**src/rtl/burst_master.sv**
```systemverilog
// burst_master: fixed-length read/write burst master over a valid/ready bus.
// Optional stall watchdog enabled by defining BURST_MASTER_TIMEOUT_EN.
module burst_master #(
  parameter int ADDR_W    = 3,
  parameter int DATA_W    = 4,
  parameter int BURST_LEN = 8,
  parameter int TIMEOUT   = 64
) (
  input  logic                        clk,
  input  logic                        rst_n,
  input  logic                        cmd_valid,
  output logic                        cmd_ready,
  input  logic                        cmd_write,
  input  logic [ADDR_W-1:0]           cmd_addr,
  input  logic [DATA_W*BURST_LEN-1:0] wr_buf_data,
  output logic [DATA_W*BURST_LEN-1:0] rd_buf_data,
  output logic                        done,
  output logic                        err,
  output logic                        ar_valid,
  input  logic                        ar_ready,
  output logic [ADDR_W-1:0]           ar_addr,
  input  logic                        r_valid,
  output logic                        r_ready,
  input  logic [DATA_W-1:0]           r_data,
  output logic                        aw_valid,
  input  logic                        aw_ready,
  output logic [ADDR_W-1:0]           aw_addr,
  output logic                        w_valid,
  input  logic                        w_ready,
  output logic [DATA_W-1:0]           w_data,
  input  logic                        b_valid,
  output logic                        b_ready
);
  localparam int BW = BURST_LEN > 1 ? $clog2(BURST_LEN) : 1;
  localparam int BUF_W = DATA_W * BURST_LEN;
  typedef enum logic [2:0] {IDLE, AR, R, AW, W, B, DONE} state_t;
  state_t state_q, state_d;
  logic [BW-1:0] beat_q, beat_d;
  logic [ADDR_W-1:0] addr_q, addr_d;
  logic [BUF_W-1:0] wbuf_q, wbuf_d, rbuf_q, rbuf_d;
  logic last, ar_hs, r_hs, aw_hs, w_hs, b_hs, tmo;
  assign last  = beat_q == BW'(BURST_LEN - 1);
  assign ar_hs = ar_valid && ar_ready;
  assign r_hs  = r_ready && r_valid;
  assign aw_hs = aw_valid && aw_ready;
  assign w_hs  = w_valid && w_ready;
  assign b_hs  = b_ready && b_valid;
  assign cmd_ready = state_q == IDLE;
  assign ar_valid  = state_q == AR;
  assign r_ready   = state_q == R;
  assign aw_valid  = state_q == AW;
  assign w_valid   = state_q == W;
  assign b_ready   = state_q == B;
  assign done      = state_q == DONE;
  assign ar_addr   = ar_valid ? addr_q : '0;
  assign aw_addr   = aw_valid ? addr_q : '0;
  assign w_data    = w_valid ? wbuf_q[beat_q*DATA_W +: DATA_W] : '0;
  assign rd_buf_data = rbuf_q;
`ifdef BURST_MASTER_TIMEOUT_EN
  localparam int SW = $clog2(TIMEOUT + 1);
  logic [SW-1:0] stall_q, stall_d;
  logic err_q, busy, any_hs;
  assign busy   = !(state_q inside {IDLE, DONE});
  assign any_hs = ar_hs || r_hs || aw_hs || w_hs || b_hs;
  // the TIMEOUT-th consecutive idle bus cycle aborts the burst at its closing edge
  assign tmo     = busy && !any_hs && stall_q == SW'(TIMEOUT - 1);
  assign stall_d = (!busy || any_hs || tmo) ? '0 : stall_q + SW'(1);
  assign err     = err_q;
  always_ff @(posedge clk) begin
    if (!rst_n) begin
      stall_q <= '0;
      err_q   <= 1'b0;
    end else begin
      stall_q <= stall_d;
      err_q   <= tmo;
    end
  end
`else
  assign tmo = 1'b0;
  assign err = 1'b0;
`endif
  always_comb begin
    state_d = state_q;
    beat_d  = beat_q;
    addr_d  = addr_q;
    wbuf_d  = wbuf_q;
    rbuf_d  = rbuf_q;
    case (state_q)
      IDLE: if (cmd_valid) begin
        addr_d  = cmd_addr;
        wbuf_d  = wr_buf_data;
        state_d = cmd_write ? AW : AR;
      end
      AR: state_d = ar_hs ? R : AR;
      R: if (r_hs) begin
        rbuf_d[beat_q*DATA_W +: DATA_W] = r_data;
        beat_d  = last ? '0 : beat_q + BW'(1);
        state_d = last ? DONE : R;
      end
      AW: state_d = aw_hs ? W : AW;
      W: if (w_hs) begin
        beat_d  = last ? '0 : beat_q + BW'(1);
        state_d = last ? B : W;
      end
      B: state_d = b_hs ? DONE : B;
      default: state_d = IDLE;
    endcase
    if (tmo) begin
      state_d = IDLE;
      beat_d  = '0;
    end
  end
  always_ff @(posedge clk) begin
    if (!rst_n) begin
      state_q <= IDLE;
      beat_q  <= '0;
      addr_q  <= '0;
      wbuf_q  <= '0;
      rbuf_q  <= '0;
    end else begin
      state_q <= state_d;
      beat_q  <= beat_d;
      addr_q  <= addr_d;
      wbuf_q  <= wbuf_d;
      rbuf_q  <= rbuf_d;
    end
  end
endmodule

```
**config.mk**
```make
export PLATFORM = sky130hd
export DESIGN_NAME = burst_master
export DESIGN_NICKNAME = d
export VERILOG_FILES = /design/src/rtl/burst_master.sv
export SDC_FILE = /design/constraint.sdc
export NUM_CORES = 1
export LEC_CHECK = 0
export CAP_MARGIN = 10
export CORE_ASPECT_RATIO = 1.1
export CORE_UTILIZATION = 45
export CTS_CLUSTER_SIZE = 24
export DETAILED_ROUTE_END_ITERATION = 8
export PLACE_DENSITY_LB_ADDON = 0.05
export SYNTH_ARGS = -nofsm -noshare
export SYNTH_HDL_FRONTEND = slang
export SYNTH_SLANG_ARGS = --single-unit
```
**constraint.sdc**
```tcl
create_clock -name clk -period 4.2 [get_ports clk]
set_input_delay 0.84 -clock clk [delete_from_list [all_inputs] [get_ports clk]]
set_output_delay 0.84 -clock clk [all_outputs]
set_load 0.01 [all_outputs]
```
Word-level counts from Yosys, hierarchy flattened
Index checks and enable logic that the tools add are counted.
{ "word_totals": {"out_inout_bits": 50, "register_bits": 73, "input_bits": 48} }
{ "classes": {"add_sub_neg": 2, "n_reduce_logical": 11, "shifts": 3, "n_mux": 18, "n_eq_ne": 10} }
{ "ops": {"columns": ["operator", "count"], "rows": [
  ["$neg 5->34", 1],
  ["$shift 4x34->32 const A", 1],
  ["$shiftx 4x34->32", 1],
  ["$bwmux 32", 1],
  ["$shiftx 32x6->4", 1],
  ["$mux 3", 10],
  ["$pmux 3 s6", 1],
  ["$eq 3x3->1 const B", 4],
  ["$eq 3x2->1 const B", 2],
  ["$mux 2", 3],
  ["$pmux 3 s2", 1],
  ["$reduce_and 3->1", 2],
  ["$logic_and 1x1->1", 5],
  ["$mux 4", 1],
  ["$ne 2x1->1 const B", 2],
  ["$reduce_and 2->1", 2],
  ["$add 3x1->3 const B", 1],
  ["$eq 3x1->1 const B", 1],
  ["$logic_not 3->1", 1],
  ["$ne 2x2->1 const B", 1],
  ["$reduce_bool 2->1", 1],
  ["$mux 1", 1]
]} }

Longest topological paths before layout
{ "logic_depth": {"ltp_word": 4, "depth_mapped": 9, "mapped_depth_nobuf": 7} }

Least setup slack after synthesis
Ideal clock, no wire load.
{ "synth_timing": {"path_type": "register -> output", "from": "register beat_q[0]", "to": "output port w_data[1]", "stages_incl_launch_ff": 6, "setup_slack_ns": 2.024, "n_path_buf": 2, "t_arrival_ns": 1.336, "path_cell_list": "dfxtp_1 > buf_2 > buf_6 > mux4_2 > nand2_1 > a21oi_1"} }
{ "synth_via": {"elab_chain_cells": 2} }
{ "synth_lines": {"columns": ["element", "line", "rtl"], "rows": [
  ["start, declared", "38", "logic [BW-1:0] beat_q, beat_d;"],
  ["start signal, assigned", "122", "beat_q <= beat_d;"],
  ["$shiftx 32x6->4", "57", "assign w_data = w_valid ? wbuf_q[beat_q*DATA_W +: DATA_W] : '0;"],
  ["$mux 4", "57", null],
  ["end, declared", "30", "output logic [DATA_W-1:0] w_data,"]
]} }
Every way passes these cells.

Worst setup path after layout
Ends and elaborated chain as after synthesis.

==> results.json <==
{
  "power_mw": 1.78,
  "cts_setup_buffers": 0,
  "slowest_delay_ns": 0.89,
  "leakagePower_nw": 1.60,
  "yosys_warnings": 0,
  "grt-ovfl-total": 0,
  "crit_chain": "mux4_2 > nand2_1 > a21oi_1 > clkdlybuf4s50_1",
  "period_minus_slack_ns": 3.32,
  "die_w_um": 85.9,
  "slowest_stage": "dfxtp_1",
  "postRouteAntennaNets": 0,
  "wl_per_cell_um": 13.8,
  "synth_nets": 456,
  "area_growth_syn_to_layout_pct": 33.9,
  "finalSetupViolCount": 0,
  "post_cts_resized": 0,
  "fillers": 684,
  "startpoint_type": "register",
  "crit_cells": 4,
  "grt_pass1_vias": 2760,
  "final_common_cell": "nand2_1",
  "min_path_type": "register to register",
  "root_buffer": "clkbuf_8",
  "rows": 33,
  "multi_input_area_mm2": 0.00184,
  "cp-end-kind": "output pin",
  "path_buf_inv": 1,
  "required_ns": 3.36,
  "finalNonFillerCells": 590,
  "routed_wl_mm": 8.13,
  "vias": 3033,
  "finish.net_count": 536,
  "critPathArrivalTime_ns": 2.48,
  "antennaDiodeCount": 0,
  "regArea_mm2": 0.00146,
  "dr.pass1.iters": 4,
  "grt_max_degree": 52,
  "holdBufCountCts": 0,
  "syn-mean-instance-area_um2": 8.68,
  "h-tree-depth": 3,
  "die_h_um": 94.2,
  "finalSetupTns_ns": 0,
  "placed_cells": 575,
  "final_cell_mix": "nand2_1, clkdlybuf4s50_1, dfxtp_1",
  "crit_start": "beat_q[0]$_SDFFE_PN0P_",
  "cts_buffer_depth": 2,
  "endpoint": "w_data[1]",
  "status": "completed",
  "drv_slew": 0,
  "viasPerCell": 5.14,
  "finClkSkew_ns": 0.00812,
  "timing.rr.end": "rd_buf_data[19]$_SDFFE_PN0P_",
  "core_area_mm2": 0.00747,
  "dieArea_mm2": 0.00809,
  "dp_hpwl_mm": 5.97,
  "reg2reg_depth": 7,
  "clk_latency_ns": 0.34,
  "timing.reg2reg.setup_slack_ns": 1.46,
  "start_util_pct": 46.6,
  "grt_antenna_before_repair": 0,
  "gp_congestion": 0.852,
  "cap_violations": 0,
  "clkTransAtPathRegs_ns": 0.08,
  "worstMarginPinSlew_ns": 1.14,
  "final_util_pct": 62.4,
  "synth_seq_cells": 73,
  "synth_area_mm2": 0.00348,
  "rsz0062_at_grt": "no",
  "post-place-ws_ns": 1.23,
  "synthFlopType": "dfxtp_1",
  "crit_family": "flip-flops",
  "synth_cell_types": 45,
  "peakVddDrop_v": 0.000228,
  "synth-edff-count": 0,
  "portBuffers": 96,
  "grt_pass1_wl_mm": 13.5,
  "ys_async_sr_fraction_pct": 0,
  "finalCritPeriodShare_pct": 78.9,
  "slew_headroom_pct": 24.0,
  "cts_buffers": 9,
  "grt_use_total_pct": 21.5,
  "fmax_mhz": 302,
  "clkSinkCount": 73,
  "rr_startpoint": "beat_q[0]$_SDFFE_PN0P_",
  "powerDensity_mw_per_mm2": 381,
  "ys_seq_area_share_pct": 42.0,
  "drt_iter0_markers": 157,
  "hold_viol": 0,
  "cp_max_fo": 18,
  "route.detailed.drc": 0,
  "io_pins": 98,
  "critPathKind": "register to output pin",
  "post_route_cells_drive_above_1_share_pct": 7.63,
  "synthCells": 401,
  "worst_slack_ns": 0.885,
  "cts_tree": "yes"
}
==> where the power goes <==
group	internal [mW]	switching, mW
logic	0.162	0.165
clock network	0.389	0.254
registers	0.743	0.0638
total	1.29	0.483
==> logic make-up (layout without fill, tap and decap cells) <==
group,Yosys count,after routing,share of synthesized area (%)
DFF,73,73,42.0
and+or+nand+nor,187,187,26.0
buffers and inverters,36,120,5.25
adders and majority gates,7,7,2.52
muxes,24,24,9.78
other,1,1,0.108
AOI/OAI and AO/OA,73,73,14.4
==> synth_stat cells, types with 7 or more instances <==
cell / instances / share of area [%]
a21boi_0: 31 / 6.7
and3_1: 8 / 1.4
buf_2: 8 / 1.2
clkbuf_1: 14 / 1.5
dfxtp_1: 73 / 42
ha_1: 7 / 2.5
mux2i_1: 16 / 4.6
mux4_2: 8 / 5.2
nand2_1: 111 / 12
nand3_1: 26 / 3.7
o21ai_0: 11 / 1.6
o31ai_1: 8 / 1.7
==> flip-flops by register name, summed over array words and instances (netlist names) <==
| signal | flops |
|---|---|
| addr_q | 3 |
| beat_q | 3 |
| state_q | 3 |
| wbuf_q | 32 |
| rd_buf_data | 32 |
==> worst min path at each step <==
stage,to,start,cells after the start
CTS,rd_buf_data[21]$_SDFFE_PN0P_,rd_buf_data[21]$_SDFFE_PN0P_,2
floorplan,wbuf_q[10]$_SDFFE_PN0P_,wbuf_q[10]$_SDFFE_PN0P_,2
global placement,rd_buf_data[18]$_SDFFE_PN0P_,rd_buf_data[18]$_SDFFE_PN0P_,2
finish,rd_buf_data[16]$_SDFFE_PN0P_,rd_buf_data[16]$_SDFFE_PN0P_,2
global route,rd_buf_data[21]$_SDFFE_PN0P_,rd_buf_data[21]$_SDFFE_PN0P_,2
detailed placement,rd_buf_data[18]$_SDFFE_PN0P_,rd_buf_data[18]$_SDFFE_PN0P_,2
==> per-stage QoR <==
step / area, um2 / hold slack (ns)
2_1_floorplan: 3480 / 0.432
3_3_place_gp: 4430 / 0.444
3_5_place_dp: 4430 / 0.452
4_1_cts: 4660 / 0.462
5_1_grt: 4660 / 0.479
6_report: 4660 / 0.458
==> final cells by class <==
class                   count  share of cell area, %
clock buffers               9                   2.66
clock inverters             6                   2.31
inverters                   6                  0.483
multi-input cells         292                   39.4
flip-flops and latches     73                   31.3
well taps                 105                   2.82
repair buffers             99                   21.0
==> worst register-to-register path, cell delays in order (launching register included) <==
cell and delay [ns]:
dfxtp_1 0.89, inv_1 0.22, ha_1 0.29, ha_1 0.38
o31a_1 0.27, and4b_1 0.38, nand4_1 0.12, o21ai_1 0.12
==> per-layer routing <==
layer  track usage (%)  up-vias  wire [um]  part of all wire [%]
li1                  -     1539          -                     -
met1              25.6     1397       3530                    43
met2              38.6       85       4170                    51
met3              3.51       12        282                   3.5
met4              8.06        0        151                   1.9
met5                 0        -          0                     0
(Power assumes the default switching activity.)
